==> src/rtl/instr_fetch.sv <==
// instr_fetch -- sequential instruction-fetch unit for the MIPS core.
//
// Owns the PC, runs a req/ack handshake with instruction memory, and holds
// each fetched word stable for the control decoder until it is consumed.
//
// Parameters:
//   RESET_PC            PC loaded on reset (word-aligned).
// Ports:
//   clk, reset          clock, synchronous active-high reset
//   imem_req_o          fetch request (high in FETCH, low during reset)
//   imem_addr_o         fetch address (== pc_o)
//   imem_ack_i          memory data valid this cycle
//   imem_data_i         instruction word, taken on req && ack
//   stall_i             downstream cannot take the held instruction
//   redirect_i          jump/taken branch: next PC is redirect_pc_i
//   redirect_pc_i       redirect target
//   instr_valid_o       instr_o and derived fields are valid (HOLD)
//   instr_o             held instruction word
//   instr_op_ctl_o      instr_o[31:26]
//   instr_funct_ctl_o   instr_o[5:0]
//   pc_o, pc_plus4_o    current PC and PC+4 (mod 2^32)
//   instr_count_o       consumed-instruction count (wraps)
//   fault_o             sticky misaligned-redirect fault
//
// Build option:
//   INSTR_FETCH_ALIGN_CHECK_EN  when defined, a consuming redirect to a
//   non-word-aligned target enters a terminal FAULT state. When undefined,
//   the low two target bits are forced to zero and fault_o is tied low.

module instr_fetch #(
  parameter logic [31:0] RESET_PC = 32'h0000_0000
) (
  input  logic        clk,
  input  logic        reset,
  output logic        imem_req_o,
  output logic [31:0] imem_addr_o,
  input  logic        imem_ack_i,
  input  logic [31:0] imem_data_i,
  input  logic        stall_i,
  input  logic        redirect_i,
  input  logic [31:0] redirect_pc_i,
  output logic        instr_valid_o,
  output logic [31:0] instr_o,
  output logic [5:0]  instr_op_ctl_o,
  output logic [5:0]  instr_funct_ctl_o,
  output logic [31:0] pc_o,
  output logic [31:0] pc_plus4_o,
  output logic [31:0] instr_count_o,
  output logic        fault_o
);

  typedef enum logic [1:0] {
    S_FETCH = 2'd0,
    S_HOLD  = 2'd1,
    S_FAULT = 2'd2
  } state_e;

  state_e      state_q, state_d;
  logic [31:0] pc_q, pc_d;
  logic [31:0] instr_q, instr_d;
  logic [31:0] count_q, count_d;

  logic [31:0] pc_plus4;
  logic [31:0] redirect_tgt;
  logic        redirect_misaligned;
  logic        fetch_done;

  assign pc_plus4 = pc_q + 32'd4;

`ifdef INSTR_FETCH_ALIGN_CHECK_EN
  assign redirect_tgt        = redirect_pc_i;
  assign redirect_misaligned = redirect_i & (|redirect_pc_i[1:0]);
  // FAULT is terminal until reset, so the state itself is the sticky flag.
  assign fault_o             = (state_q == S_FAULT);
`else
  logic unused_redirect_lsbs;
  assign unused_redirect_lsbs = ^redirect_pc_i[1:0];
  assign redirect_tgt         = {redirect_pc_i[31:2], 2'b00};
  assign redirect_misaligned  = 1'b0;
  assign fault_o              = 1'b0;
`endif

  // The request is masked during reset so an outstanding fetch is
  // abandoned in the reset cycle itself; any ack arriving then is ignored.
  assign imem_req_o  = (state_q == S_FETCH) && !reset;
  assign imem_addr_o = pc_q;
  assign fetch_done  = imem_req_o && imem_ack_i;

  always_comb begin
    state_d = state_q;
    pc_d    = pc_q;
    instr_d = instr_q;
    count_d = count_q;
    unique case (state_q)
      S_FETCH: begin
        if (fetch_done) begin
          instr_d = imem_data_i;
          state_d = S_HOLD;
        end
      end
      S_HOLD: begin
        if (!stall_i) begin
          count_d = count_q + 32'd1;
          pc_d    = redirect_i ? redirect_tgt : pc_plus4;
          state_d = redirect_misaligned ? S_FAULT : S_FETCH;
        end
      end
      S_FAULT: begin
        state_d = S_FAULT;
      end
      default: begin
        state_d = S_FETCH;
      end
    endcase
  end

  always_ff @(posedge clk) begin
    if (reset) begin
      state_q <= S_FETCH;
      pc_q    <= RESET_PC;
      instr_q <= '0;
      count_q <= '0;
    end else begin
      state_q <= state_d;
      pc_q    <= pc_d;
      instr_q <= instr_d;
      count_q <= count_d;
    end
  end

  assign instr_valid_o     = (state_q == S_HOLD);
  assign instr_o           = instr_q;
  assign instr_op_ctl_o    = instr_q[31:26];
  assign instr_funct_ctl_o = instr_q[5:0];
  assign pc_o              = pc_q;
  assign pc_plus4_o        = pc_plus4;
  assign instr_count_o     = count_q;

endmodule
==> config.mk <==
export PLATFORM = sky130hd
export DESIGN_NAME = instr_fetch
export DESIGN_NICKNAME = d
export VERILOG_FILES = /design/src/rtl/instr_fetch.sv
export SDC_FILE = /design/constraint.sdc
export NUM_CORES = 1
export LEC_CHECK = 0
export CAP_MARGIN = 20
export CORE_ASPECT_RATIO = 0.75
export CORE_MARGIN = 4
export CORE_UTILIZATION = 30
export CTS_BUF_LIST = sky130_fd_sc_hd__clkbuf_8
export DETAILED_ROUTE_END_ITERATION = 8
export PLACE_DENSITY = 0.72
export SLEW_MARGIN = 20
export SYNTH_ARGS = -nofsm -noshare
export SYNTH_HDL_FRONTEND = slang
export SYNTH_SLANG_ARGS = --single-unit
==> constraint.sdc <==
create_clock -name clk -period 2.2 [get_ports clk]
set_input_delay 0.22 -clock clk [delete_from_list [all_inputs] [get_ports clk]]
set_output_delay 0.22 -clock clk [all_outputs]
set_load 0.02 [all_outputs]
==> metrics.cfg <==
[outcome]
outcome=finished, violations left
violations=negative setup slack

[clock_tree]
cts_sinks=96
cts_inserted_buffers=9
root_buffer=clkbuf_8
cts_tree=built
cts_htree_levels=3
clk_pin_slew_ps=100
ctsHoldBuffers=0
clk_latency_ps=380
cts.path.max_buffers=2

[power_and_ir_drop]
p_leak_nw=3.56
p_int_w=0.00277
switching_power_w=0.00121
ir_worst_vdd_mv=0.317
seqPwrFrac_pct=46.0
power_density_nw_per_um2=432
clkPwrFrac_pct=31.6
comb_power_share_pct=22.4
switching_share_pct=30.5

[logic_synthesis]
synthTopCellsByCount=110 x nand2_1, 96 x dfxtp_1, 63 x a21oi_1
yosysUniqueCellTypes=61
yosysSeqAreaShare_pct=34.6
synthSimpleGateAreaFrac_pct=29.2
synth-xor-area-share_pct=5.36
synth-edff-count=0
synthArstFlopShare_pct=0
syn_area_per_cell_sq_um=7.65
synth_adder_area_share_pct=0.450
yosys_warnings=0
synth_mux_area_share_pct=2.07
synth_top_family_by_area=simple AND/OR/NAND/NOR gates
syn_area_sq_um=5560
synth_flop_cell=dfxtp_1
synth_compound_gate_area_share_pct=16.8
yosysTopAreaCell=dfxtp_1
synth_seq_cells=96
syn_inst=727
yosysTopAreaCellShare_pct=34.6
synthTopCellsByArea=dfxtp_1 35%, nand2_1 7.4%, buf_4 6.6%
yosysMostFrequentCell=nand2_1

[timing]
fin_ws_ps=-123
fmax_mhz=430
slew_violations=0
fin_skew_ps=11.7
finalHoldViolations=0
fin_crit_sh_pct=106
worst_pin_slew_ps=541
maxSlewHeadroom_pct=63.8
grt_setup_unrepaired=true
setup_viol=8
setup_tns_ps=-730
fin_crit_ps=2320
holdWs_ps=328

[setup_path]
cp-start-kind=register
crit_buf_inv=4
crit_chain=buf_6 -> buf_4 -> and4_2 -> nand4_1 -> buf_4 -> nor3_2 -> xor2_1 -> buf_2
crit_path_frequent_cell=buf_4
crit_family=simple AND/OR/NAND/NOR gates
critPathMaxFanout=4
critPathCaptureType=primary output
critical_path_class=reg -> out
critical_path_required_ps=1980
path_depth=8
slowest_delay_ps=360
cp.arrival_ps=2100
rr_worst_depth=5
slowest_stage=dfxtp_2

[grt]
grt_max_degree=45
antenna_found_initial=0
grt_pass1_wl_um=33000
grtUsageTotal_pct=19.6
overflow=0
grt_pass1_vias=6119

[flow_run]
cap_viol_max_count=0

[layout]
drive_gt1_share_pct=24.2
area_growth_syn_to_layout_pct=65.7
final_core_util_pct=51.4
layout.nets=1083
diodes=0
fin_cells=1259
fill_cells=1682

[route]
m1WireLength_um=9360
vias=6485
wl_met3_um=2340
drtIter0Drc=462
ant_nets=0
drcViolationCount=0
routed.top_layer=met4
drt_first_pass_iters=5
wl_met2_um=9420
via_per_inst=5.15
wire_per_inst_um=17.0
wl_um=21400

[floorplanning]
die_y_um=126
die_width_um=165
initial_core_util_pct=31.0
fp.coreArea_sq_um=17900
fp.dieArea_sq_um=20800
num_rows=42
ios=244

[place]
io_buffers=234
dp_slack_ps=-316
finalWeightedCongestion=0.928
dp.cells=1209
dp_hpwl_um=15500

[worst_hold_path]
hold_class=in -> reg
hold_depth=3

through the flow:
stage / instance area [sq um] / power (W)
after floorplan: 5590 / 0.00232
after global placement: 8430 / 0.00275
final: 9220 / 0.00398
after CTS: 8940 / 0.00403
after detailed placement: 8430 / 0.00275
after global routing: 9220 / 0.00417
logic make-up (layout without fill, tap and decap cells):
group | after synthesis | count (layout)
AO/OA/AOI/OAI | 150 | 150
AND/OR/NAND/NOR | 316 | 316
XOR/XNOR | 34 | 34
other | 1 | 7
multiplexers | 10 | 10
buffers and inverters | 118 | 402
adder cells (fa/ha/maj) | 2 | 2
flip-flops | 96 | 96
final timing paths:
check	from	to	slack (ps)
worst max-delay path	imem_addr_o[7]	pc_plus4_o[23]	-120
worst min-delay path	reset	imem_addr_o[2]	330
worst max register to register	state_q[0]	instr_count_o[21]	180
worst min register to register	instr_o[22]	instr_o[22]	460
final cells by class:
class | count | area, sq um | share of cell area (%)
inverters | 19 | 71.3 | 0.774
multi-input cells | 519 | 3330 | 36.1
well taps | 242 | 303 | 3.29
clock buffers | 9 | 124 | 1.34
repair buffers | 367 | 3360 | 36.5
flip-flops and latches | 96 | 1940 | 21.0
clock inverters | 7 | 86.3 | 0.937
what timing repair did:
action / 4_1_cts / 5_1_grt
gates resized for setup: 172 / 45
setup endpoints to repair: 28 / 22
buffers inserted: 19 / 16
pin swaps: 22 / 17
cell usage in the layout, fill, tap and decap left out, types with 20 or more instances in the layout:
master and count:
a21oi_1 63, nand4_1 29, nand3_1 20, dfxtp_1 82
nand2_1 107, nor2_1 33, a31oi_1 22, clkdlybuf4s50_1 203
buf_6 21, buf_4 130, o21ai_0 21
sequential cells by signal (all words and copies together) (netlist names):
signal / flops
imem_addr_o: 30
instr_o: 32
state_q: 2
instr_count_o: 32
worst min-delay path, stage by stage:
cell and delay (ps):
buf_4 100, buf_4 270, a31oi_1 60
routing by layer:
metal,global-route usage (%),vias to the layer above
li1,-,3107
met1,26.8,3048
met2,29.6,306
met3,7.02,24
met4,4.55,0
met5,0,-
power groups by stage:
stage | sequential [W] | combinational, W | clock, W
detailed placement | 0.00187 | 0.000883 | 0
floorplan | 0.00194 | 0.000373 | 0
global placement | 0.00187 | 0.000878 | 0
CTS | 0.00183 | 0.000881 | 0.00132
global route | 0.00184 | 0.000953 | 0.00138
finish | 0.00183 | 0.000892 | 0.00126
Note: power is estimated with default switching activity, not from simulation.
